--- src/rtl/bf16_result_collector.sv ---
// Response-side collector for bf16_accelerator_top: tags each valid result beat with its
// operation code, buffers it in a first-word-fall-through FIFO, and tracks sticky flags and drops.
module bf16_result_collector #(
  parameter int DEPTH  = 8,
  parameter int DROP_W = 8
) (
  input  logic                       clk,
  input  logic                       reset,
  input  logic                       acc_valid,
  input  logic [15:0]                acc_result,
  input  logic [3:0]                 acc_fpcsr,
  input  logic [3:0]                 acc_operation,
  output logic                       acc_hold,
  output logic                       out_valid,
  input  logic                       out_ready,
  output logic [15:0]                out_result,
  output logic [3:0]                 out_fpcsr,
  output logic [3:0]                 out_operation,
  output logic [$clog2(DEPTH):0]     count,
  output logic [3:0]                 fpcsr_sticky,
  input  logic                       clr_sticky,
  output logic                       overflow,
  output logic [DROP_W-1:0]          drop_cnt
);

  localparam int AW = $clog2(DEPTH);
  localparam int CW = AW + 1;
  localparam logic [CW-1:0]     FULL_LVL  = CW'(DEPTH);
  localparam logic [CW-1:0]     HOLD_LVL  = CW'(DEPTH - 1);
  localparam logic [DROP_W-1:0] DROP_MAX  = {DROP_W{1'b1}};

  logic [23:0]       mem [DEPTH];
  logic [AW-1:0]     wr_ptr_q, wr_ptr_d;
  logic [AW-1:0]     rd_ptr_q, rd_ptr_d;
  logic [CW-1:0]     count_q, count_d;
  logic              acc_hold_q, acc_hold_d;
  logic [3:0]        sticky_q, sticky_d;
  logic              overflow_q, overflow_d;
  logic [DROP_W-1:0] drop_cnt_q, drop_cnt_d;
  logic              full_s, empty_s, push_s, pop_s, drop_s;
  logic [3:0]        sticky_base_s;
  logic [DROP_W-1:0] drop_base_s;
  logic [23:0]       head_s;

  // Handshake decode; a full FIFO still accepts a beat in the cycle it is popped.
  always_comb begin
    full_s  = (count_q == FULL_LVL);
    empty_s = (count_q == {CW{1'b0}});
    pop_s   = !empty_s && out_ready;
    push_s  = acc_valid && (!full_s || pop_s);
    drop_s  = acc_valid && full_s && !pop_s;
  end

  // Next-state for pointers, occupancy and the registered hold request.
  always_comb begin
    wr_ptr_d = push_s ? wr_ptr_q + AW'(1) : wr_ptr_q;
    rd_ptr_d = pop_s  ? rd_ptr_q + AW'(1) : rd_ptr_q;
    if (push_s && !pop_s) begin
      count_d = count_q + CW'(1);
    end else if (pop_s && !push_s) begin
      count_d = count_q - CW'(1);
    end else begin
      count_d = count_q;
    end
    acc_hold_d = (count_d >= HOLD_LVL);
  end

  // Sticky flags and drop accounting; same-cycle push/drop events survive a clear.
  always_comb begin
    sticky_base_s = clr_sticky ? 4'b0000 : sticky_q;
    sticky_d      = sticky_base_s | (push_s ? acc_fpcsr : 4'b0000);
    overflow_d    = (clr_sticky ? 1'b0 : overflow_q) | drop_s;
    drop_base_s   = clr_sticky ? {DROP_W{1'b0}} : drop_cnt_q;
    if (drop_s && (drop_base_s != DROP_MAX)) begin
      drop_cnt_d = drop_base_s + DROP_W'(1);
    end else begin
      drop_cnt_d = drop_base_s;
    end
  end

  // Control state register.
  always_ff @(posedge clk or negedge reset) begin
    if (!reset) begin
      wr_ptr_q   <= '0;
      rd_ptr_q   <= '0;
      count_q    <= '0;
      acc_hold_q <= 1'b0;
      sticky_q   <= 4'b0000;
      overflow_q <= 1'b0;
      drop_cnt_q <= '0;
    end else begin
      wr_ptr_q   <= wr_ptr_d;
      rd_ptr_q   <= rd_ptr_d;
      count_q    <= count_d;
      acc_hold_q <= acc_hold_d;
      sticky_q   <= sticky_d;
      overflow_q <= overflow_d;
      drop_cnt_q <= drop_cnt_d;
    end
  end

  // Storage is deliberately unreset; occupancy alone decides what is valid.
  always_ff @(posedge clk) begin
    if (push_s) begin
      mem[wr_ptr_q] <= {acc_operation, acc_fpcsr, acc_result};
    end
  end

  // Head presentation, forced to zero while empty.
  always_comb begin
    head_s = empty_s ? 24'h000000 : mem[rd_ptr_q];
  end

  assign out_valid     = !empty_s;
  assign out_result    = head_s[15:0];
  assign out_fpcsr     = head_s[19:16];
  assign out_operation = head_s[23:20];
  assign count         = count_q;
  assign acc_hold      = acc_hold_q;
  assign fpcsr_sticky  = sticky_q;
  assign overflow      = overflow_q;
  assign drop_cnt      = drop_cnt_q;

endmodule

--- config.mk ---
export PLATFORM = sky130hd
export DESIGN_NAME = bf16_result_collector
export DESIGN_NICKNAME = d
export VERILOG_FILES = /design/src/rtl/bf16_result_collector.sv
export SDC_FILE = /design/constraint.sdc
export NUM_CORES = 1
export LEC_CHECK = 0
export ABC_AREA = 1
export ABC_CLOCK_PERIOD_IN_PS = 4100
export CAP_MARGIN = 20
export CORE_ASPECT_RATIO = 2
export CORE_UTILIZATION = 58
export DETAILED_ROUTE_END_ITERATION = 16
export HOLD_SLACK_MARGIN = 0.05
export PLACE_DENSITY = 0.87
export SLEW_MARGIN = 25
export SYNTH_ARGS = -nofsm -noshare
export SYNTH_HDL_FRONTEND = slang
export SYNTH_SLANG_ARGS = --single-unit
--- constraint.sdc ---
create_clock -name clk -period 4.1 [get_ports clk]
set_clock_uncertainty 0.2 [all_clocks]
set_input_delay 0.82 -clock clk [delete_from_list [all_inputs] [get_ports clk]]
set_output_delay 0.82 -clock clk [all_outputs]
set_load 0.005 [all_outputs]
Yosys cells after proc, flatten, opt, wreduce, memory -nomap -nowiden
Memory sizes are Yosys's and may differ from the RTL's.
Cells that the tools add are included.

cells by class
  reduce and logical (&&, ||, !) cells = 13
  equality and inequality tests = 2
  order comparisons = 1
  multiplexer cells = 10
  add/sub/neg operators = 5
  bitwise logic cells = 2

operators by type and width
  cell                 count
  $mux 24              1
  $mux 4               4
  $mux 8               2
  $add 8x1->8 const B  1
  $ne 8x8->1 const B   1
  $logic_and 1x1->1    7
  $add 3x1->3 const B  2
  $add 4x1->4 const B  1
  $eq 4x4->1 const B   1
  $ge 4x3->1 const B   1
  $logic_not 1->1      4
  $logic_not 4->1      1
  $or 4x4->4           1
  $sub 4x1->4 const B  1
  $mux 1               3
  $logic_or 1x1->1     1
  $or 1x1->1           1

word-level totals
  RAM bits = 192
  input bits = 29
  memories = 1
  flip-flop bits (word level) = 24

memory list
  memory  words  width  read ports  clocked after memory_dff  write ports  line  source
  mem     8      24     1           0                         1            32    logic [23:0] mem [DEPTH];

Depth between registers and ports, before layout
Gate-level depths: netlist of the first run.

  word-level depth = 10
  gate-level depth with buffers = 11
  gate-level depth less buffers = 11

Worst setup path before layout of the first run
OpenSTA, ideal clock, no wires.

  kind = input to register
  start = input port out_ready
  end = memory mem[0][0] (enable)
  cell stages on the path = 5
  arrival = 2350 ps
  data required time = 3495 ps
  setup time = 405 ps
  setup slack = 1146 ps
  path buffers = 0
  cell sequence = nor2_2 -> nand3_2 -> nand2_1 -> or2_2 -> nor2_1

on the way
  cells in the longest elaborated chain, start to end = 5

RTL lines
  item                          line  source
  from (decl)                   15    input logic out_ready,
  $logic_and 1x1->1             49    pop_s = !empty_s && out_ready;
  $logic_or 1x1->1              50    push_s = acc_valid && (!full_s || pop_s);
  $logic_and 1x1->1             50
  $mux 1                        104   if (push_s) begin
  $mux 1 (not written as such)  105   mem[wr_ptr_q] <= {acc_operation, acc_fpcsr, acc_result};
  to (decl)                     32

No other way between the ends.

Worst setup path in the final report of the first run
  start = register count_q[0], in the netlist count[0]
  end = output port out_fpcsr[3]

on the way
  cells in the longest elaborated chain, start to end = 2

RTL lines
  item                    line  source
  from (decl)             35    logic [CW-1:0] count_q, count_d;
  from (signal assigned)  94    count_q <= count_d;
  $logic_not 4->1         48    empty_s = (count_q == {CW{1'b0}});
  $mux 24                 111   head_s = empty_s ? 24'h000000 : mem[rd_ptr_q];
  to (decl)               17    output logic [3:0] out_fpcsr,

No other way between the ends.

==> flow_summary.json, run 1 <==
{
  "die-area_um2": 16000,
  "synth.avg_cell_area_um2": 12.5,
  "crit_path_top_delay_cell": "clkdlybuf4s50_1",
  "clock_sinks": 216,
  "stdcell_area_um2": 10600,
  "mostFrequentLayoutCells": "edfxtp_1 (192), nor2_1 (151), o21ai_0 (108)",
  "status": "finished, final reports clean",
  "grt_start_max_net_pins": 98,
  "min_path_type": "in2async",
  "clock_latency_ps": 480,
  "startpoint_type": "flip-flop",
  "power_density_nw_per_um2": 701,
  "p_leak_nw": 3.79,
  "cp_max_fo": 25,
  "drv_slew": 0,
  "vdd_ir_drop_max_mv": 0.566,
  "die_w_um": 89.9,
  "dp_cells": 965,
  "io_buffers": 71,
  "crit_chain": "inv_1, ha_1, nand2_1, buf_4, o21ai_1, nor2_1, clkdlybuf4s50_1",
  "cap_violations": 0,
  "grt_remaining_overflow": 0,
  "ctsHoldBuffers": 0,
  "ys_async_sr_fraction_pct": 11.1,
  "hold_viol": 0,
  "worstPathArrival_ps": 2770,
  "clkTransAtPathRegs_ps": 70,
  "cp_top_family": "buffers and inverters",
  "ant_nets": 0,
  "initial_utilization_pct": 59.8,
  "worst-setup-path-type": "reg2out",
  "via_count": 5980,
  "die_y_um": 178,
  "power.total_w": 0.00741,
  "fill_cells": 917,
  "layout_commonest_cell": "edfxtp_1",
  "synthCells": 714,
  "crit_required_ps": 3080,
  "coreArea_um2": 15000,
  "setup_viol_count_final": 0,
  "routed_wl_mm": 20.2,
  "period_share_pct": 92.4,
  "htree_levels": 1,
  "ys_warn_count": 0,
  "n_antenna_cell": 0,
  "vias_per_cell": 6.00,
  "post_drt_wl_per_cell_um": 20.2,
  "end_kind": "output pin",
  "placed_cell_area_um2": 9920,
  "cts_buffer_depth": 3,
  "rsz0062_at_grt": "no",
  "fin_setup_tns_ps": 0,
  "drc": 0,
  "cts_tree": "yes",
  "stdcell_count": 997,
  "dp_hpwl_mm": 12.6,
  "drive_gt1_share_pct": 10.6,
  "antenna_found_initial": 0,
  "grt_pass1_vias": 6288,
  "grt_use_total_pct": 25.8,
  "synth_seq_cells": 216,
  "drt-pass1-iter-count": 5,
  "final_nets": 825,
  "syn_to_final_growth_pct": 17.9,
  "cts_resized": 0,
  "slew_headroom_pct": 54.0,
  "postCtsSetupRepairBufs": 0,
  "cts_made_buffers": 18,
  "worstMarginPinSlew_ps": 691,
  "synthFlopType": "edfxtp_1",
  "syn_area_um2": 8960,
  "fin_crit_ps": 3790,
  "synth_edf_count": 192,
  "cpPeakStageDelay_ps": 560,
  "finalCoreUtilization_pct": 70.5,
  "row_count": 63,
  "root_buffer": "clkbuf_16",
  "pin_count": 72,
  "syn_nets": 749,
  "place.gp.congestion": 0.794,
  "path_buf_inv": 3,
  "synth_cell_type_count": 36,
  "drt_first_iter_violations": 531,
  "seq_area_frac_synth_pct": 71.1,
  "grt_pass1_wl_mm": 31.5,
  "max_clock_freq_mhz": 264
}
synthesized netlist by cell type, types with 4 or more instances:
master	number	area (um^2)
nand3_1	7	35.0
buf_4	4	30.0
xor2_1	9	78.8
a22o_1	4	35.0
clkbuf_1	12	45.0
edfxtp_1	192	5770
buf_6	5	56.3
inv_1	21	78.8
dfrtp_1	24	601
mux2i_1	24	240
nand2_1	51	191
nor2_1	159	597
inv_2	4	15.0
buf_2	15	75.1
o21ai_1	15	75.1
ha_1	6	75.1
o21ai_0	108	541
o22ai_1	24	150
state kept, by name, summed over array words and instances (netlist names):
signal / count
fpcsr_sticky: 4
drop_cnt: 8
count: 4
mem: 192
wr_ptr_q: 3
rd_ptr_q: 3
overflow: 1
acc_hold: 1
final cells by class:
cell class	instances	area [um^2]	share of cell area (%)
flip-flops and latches	216	6370	60.3
multi-input cells	434	2300	21.8
inverters	26	97.6	0.924
clock inverters	8	120	1.14
well taps	195	244	2.31
clock buffers	24	514	4.87
repair buffers	94	916	8.67
final timing paths:
| check | from | endpoint | slack [ps] | depth (start not counted) |
|---|---|---|---|---|
| worst max-delay path | count[0] | out_fpcsr[3] | 310 | 7 |
| worst min-delay path | reset | fpcsr_sticky[3] | 130 | 1 |
| worst max register to register | count[0] | mem[0][10] | 1550 | 7 |
| worst min register to register | overflow | overflow | 320 | 2 |
| max in group asynchronous | reset | rd_ptr_q[0] | 3150 | 1 |
| min in group clk | overflow | overflow | 320 | 2 |
logic make-up after synthesis:
| group | synth area share (%) |
|---|---|
| AND/OR/NAND/NOR | 11.6 |
| AO/OA/AOI/OAI | 9.12 |
| multiplexers | 2.68 |
| XOR/XNOR | 1.16 |
| buffers and inverters | 3.51 |
| adder cells (fa/ha/maj) | 0.838 |
| flip-flops | 71.1 |
where the power goes:
group,internal [W],switching [W],total [W]
clock,0.00108,0.000749,0.00183
sequential,0.00271,0.000168,0.00288
combinational,0.00113,0.00156,0.00270
per-stage QoR:
stage	setup slack (ps)	hold slack, ps
CTS	304	127
global route	183	157
global placement	933	284
finish	312	129
floorplan	1150	273
detailed placement	836	297
worst register-to-register path, cell delays in order (launching register included):
cell,delay (ps)
dfrtp_1,440
inv_1,120
ha_1,250
nand3_2,120
nand2_1,90
or2_2,360
nor2_2,440
buf_12,240
per-layer routing:
| layer | global-route usage (%) | vias to the layer above | share of wire (%) |
|---|---|---|---|
| li1 | - | 2681 | - |
| met1 | 27.0 | 2901 | 34 |
| met2 | 49.3 | 321 | 56 |
| met3 | 3.81 | 77 | 6.4 |
| met4 | 13.6 | 0 | 4.2 |
| met5 | 0 | - | 0 |
(Power assumes the default switching activity.)
==> run 2: changes to the inputs <==
Settings changed: GPL_ROUTABILITY_DRIVEN set to 0.
==> results of run 2 <==
Final layout, timing and power as in run 1 (identical DEF).
==> run 3: changes to the inputs <==
Settings changed: ABC_CLOCK_PERIOD_IN_PS 4100 to 4800, CORE_UTILIZATION 58 to 60, PLACE_DENSITY 0.87 to 0.89.
Clock period 4.1 ns to 4.8 ns, I/O delays scaled along.
==> flow_summary.json, run 3 (same netlist as run 1, synthesis figures left out) <==
{
  "status": "finished, final reports clean",
  "grt_use_total_pct": 26.1,
  "syn_to_final_growth_pct": 16.4,
  "power_density_nw_per_um2": 591,
  "drive_gt1_share_pct": 9.31,
  "fill_cells": 875,
  "cts_buffer_depth": 3,
  "stdcell_count": 987,
  "drv_slew": 0,
  "seqCellArea_um2": 6370,
  "die_w_um": 88.4,
  "row_count": 62,
  "postCtsSetupRepairBufs": 0,
  "largest_register": "mem",
  "vias_per_cell": 5.90,
  "worstMarginPinSlew_ps": 1060,
  "vdd_ir_drop_max_mv": 0.469,
  "drt-pass1-iter-count": 6,
  "root_buffer": "clkbuf_16",
  "grt_start_max_net_pins": 98,
  "crit_required_ps": 3640,
  "layout_commonest_cell": "edfxtp_1",
  "cts_resized": 0,
  "clock_latency_ps": 480,
  "antenna_found_initial": 0,
  "fin_crit_ps": 4240,
  "cts_made_buffers": 18,
  "clkTransAtPathRegs_ps": 70,
  "multiInputGateArea_um2": 2300,
  "n_antenna_cell": 0,
  "timing.hold.ws_ps": 263,
  "dp_hpwl_mm": 11.5,
  "mostFrequentLayoutCells": "edfxtp_1 (192), nor2_1 (151), o21ai_0 (108)",
  "io_buffers": 71,
  "grt_remaining_overflow": 0,
  "dp_cells": 955,
  "pin_count": 72,
  "p_leak_nw": 3.72,
  "initial_utilization_pct": 61.8,
  "die_y_um": 175,
  "rsz0062_at_grt": "no",
  "drt_first_iter_violations": 486,
  "period_share_pct": 88.4,
  "post_drt_wl_per_cell_um": 19.6,
  "hold_viol": 0,
  "clock_sinks": 216,
  "routed_wl_mm": 19.3,
  "grt_pass1_wl_mm": 30.3,
  "max_clock_freq_mhz": 236,
  "worst-setup-path-type": "reg2out",
  "end_kind": "output pin",
  "slew_headroom_pct": 29.2,
  "ctsHoldBuffers": 0,
  "setup_viol_count_final": 0,
  "cap_violations": 0,
  "min_path_type": "in2async",
  "fin_setup_tns_ps": 0,
  "startpoint_type": "flip-flop",
  "coreArea_um2": 14500,
  "ant_nets": 0,
  "cp_max_fo": 21,
  "die-area_um2": 15500,
  "worstPathArrival_ps": 3080,
  "power.total_w": 0.00617,
  "largest_reg_flops": 192,
  "via_count": 5819,
  "final_nets": 818,
  "grt_pass1_vias": 6095,
  "cts_tree": "yes",
  "htree_levels": 1,
  "drc": 0
}
-- run 3: power breakdown --
| part | total [W] | internal, W | switching (W) |
|---|---|---|---|
| sequential | 0.00246 | 0.00232 | 0.000143 |
| clock | 0.00146 | 0.000840 | 0.000619 |
| combinational | 0.00225 | 0.000941 | 0.00131 |
| total | 0.00617 | 0.00410 | 0.00207 |
-- run 3: area by class of cell --
cell class	count	share of cell area, %
Sequential cell	216	61.1
Clock buffer	27	4.85
Timing Repair Buffer	87	8.07
Tap cell	192	2.30
Inverter	26	0.936
Clock inverter	5	0.744
Multi-Input combinational cell	434	22.0
-- run 3: per-stage QoR --
stage | utilization (%) | setup WS (ps) | area, um^2
global route | 71.9 | 438 | 10400
floorplan | - | 1710 | 8960
finish | 71.9 | 557 | 10400
CTS | 71.9 | 552 | 10400
global placement | 67.9 | 1180 | 9850
detailed placement | 67.9 | 1100 | 9840
-- run 3: worst max-delay path: stages, from the launching register on --
cell and delay, ps:
dfrtp_1 430, inv_1 110, ha_1 250, nand2_1 780, buf_4 290, o21ai_0 90, nor2_1 130, clkdlybuf4s50_1 520
-- run 3: metal layers --
metal,track usage [%],vias to the layer above,wire length (um),part of all wire (%)
li1,-,2672,-,-
met2,46.3,276,10600,55
met5,0,-,0,0
met1,30.9,2806,6790,35
met3,3.78,65,1240,6.4
met4,11.2,0,725,3.7
-- run 3: path summary, 6_finish.rpt --
check,slack [ps],cells past startpoint,start,end
max,560,7,count[0],out_result[14]
min,260,1,reset,fpcsr_sticky[1]
max reg2reg,2030,10,count[0],acc_hold
min reg2reg,290,2,overflow,overflow
max in group asynchronous,3730,1,reset,rd_ptr_q[1]
min in group clk,290,2,overflow,overflow
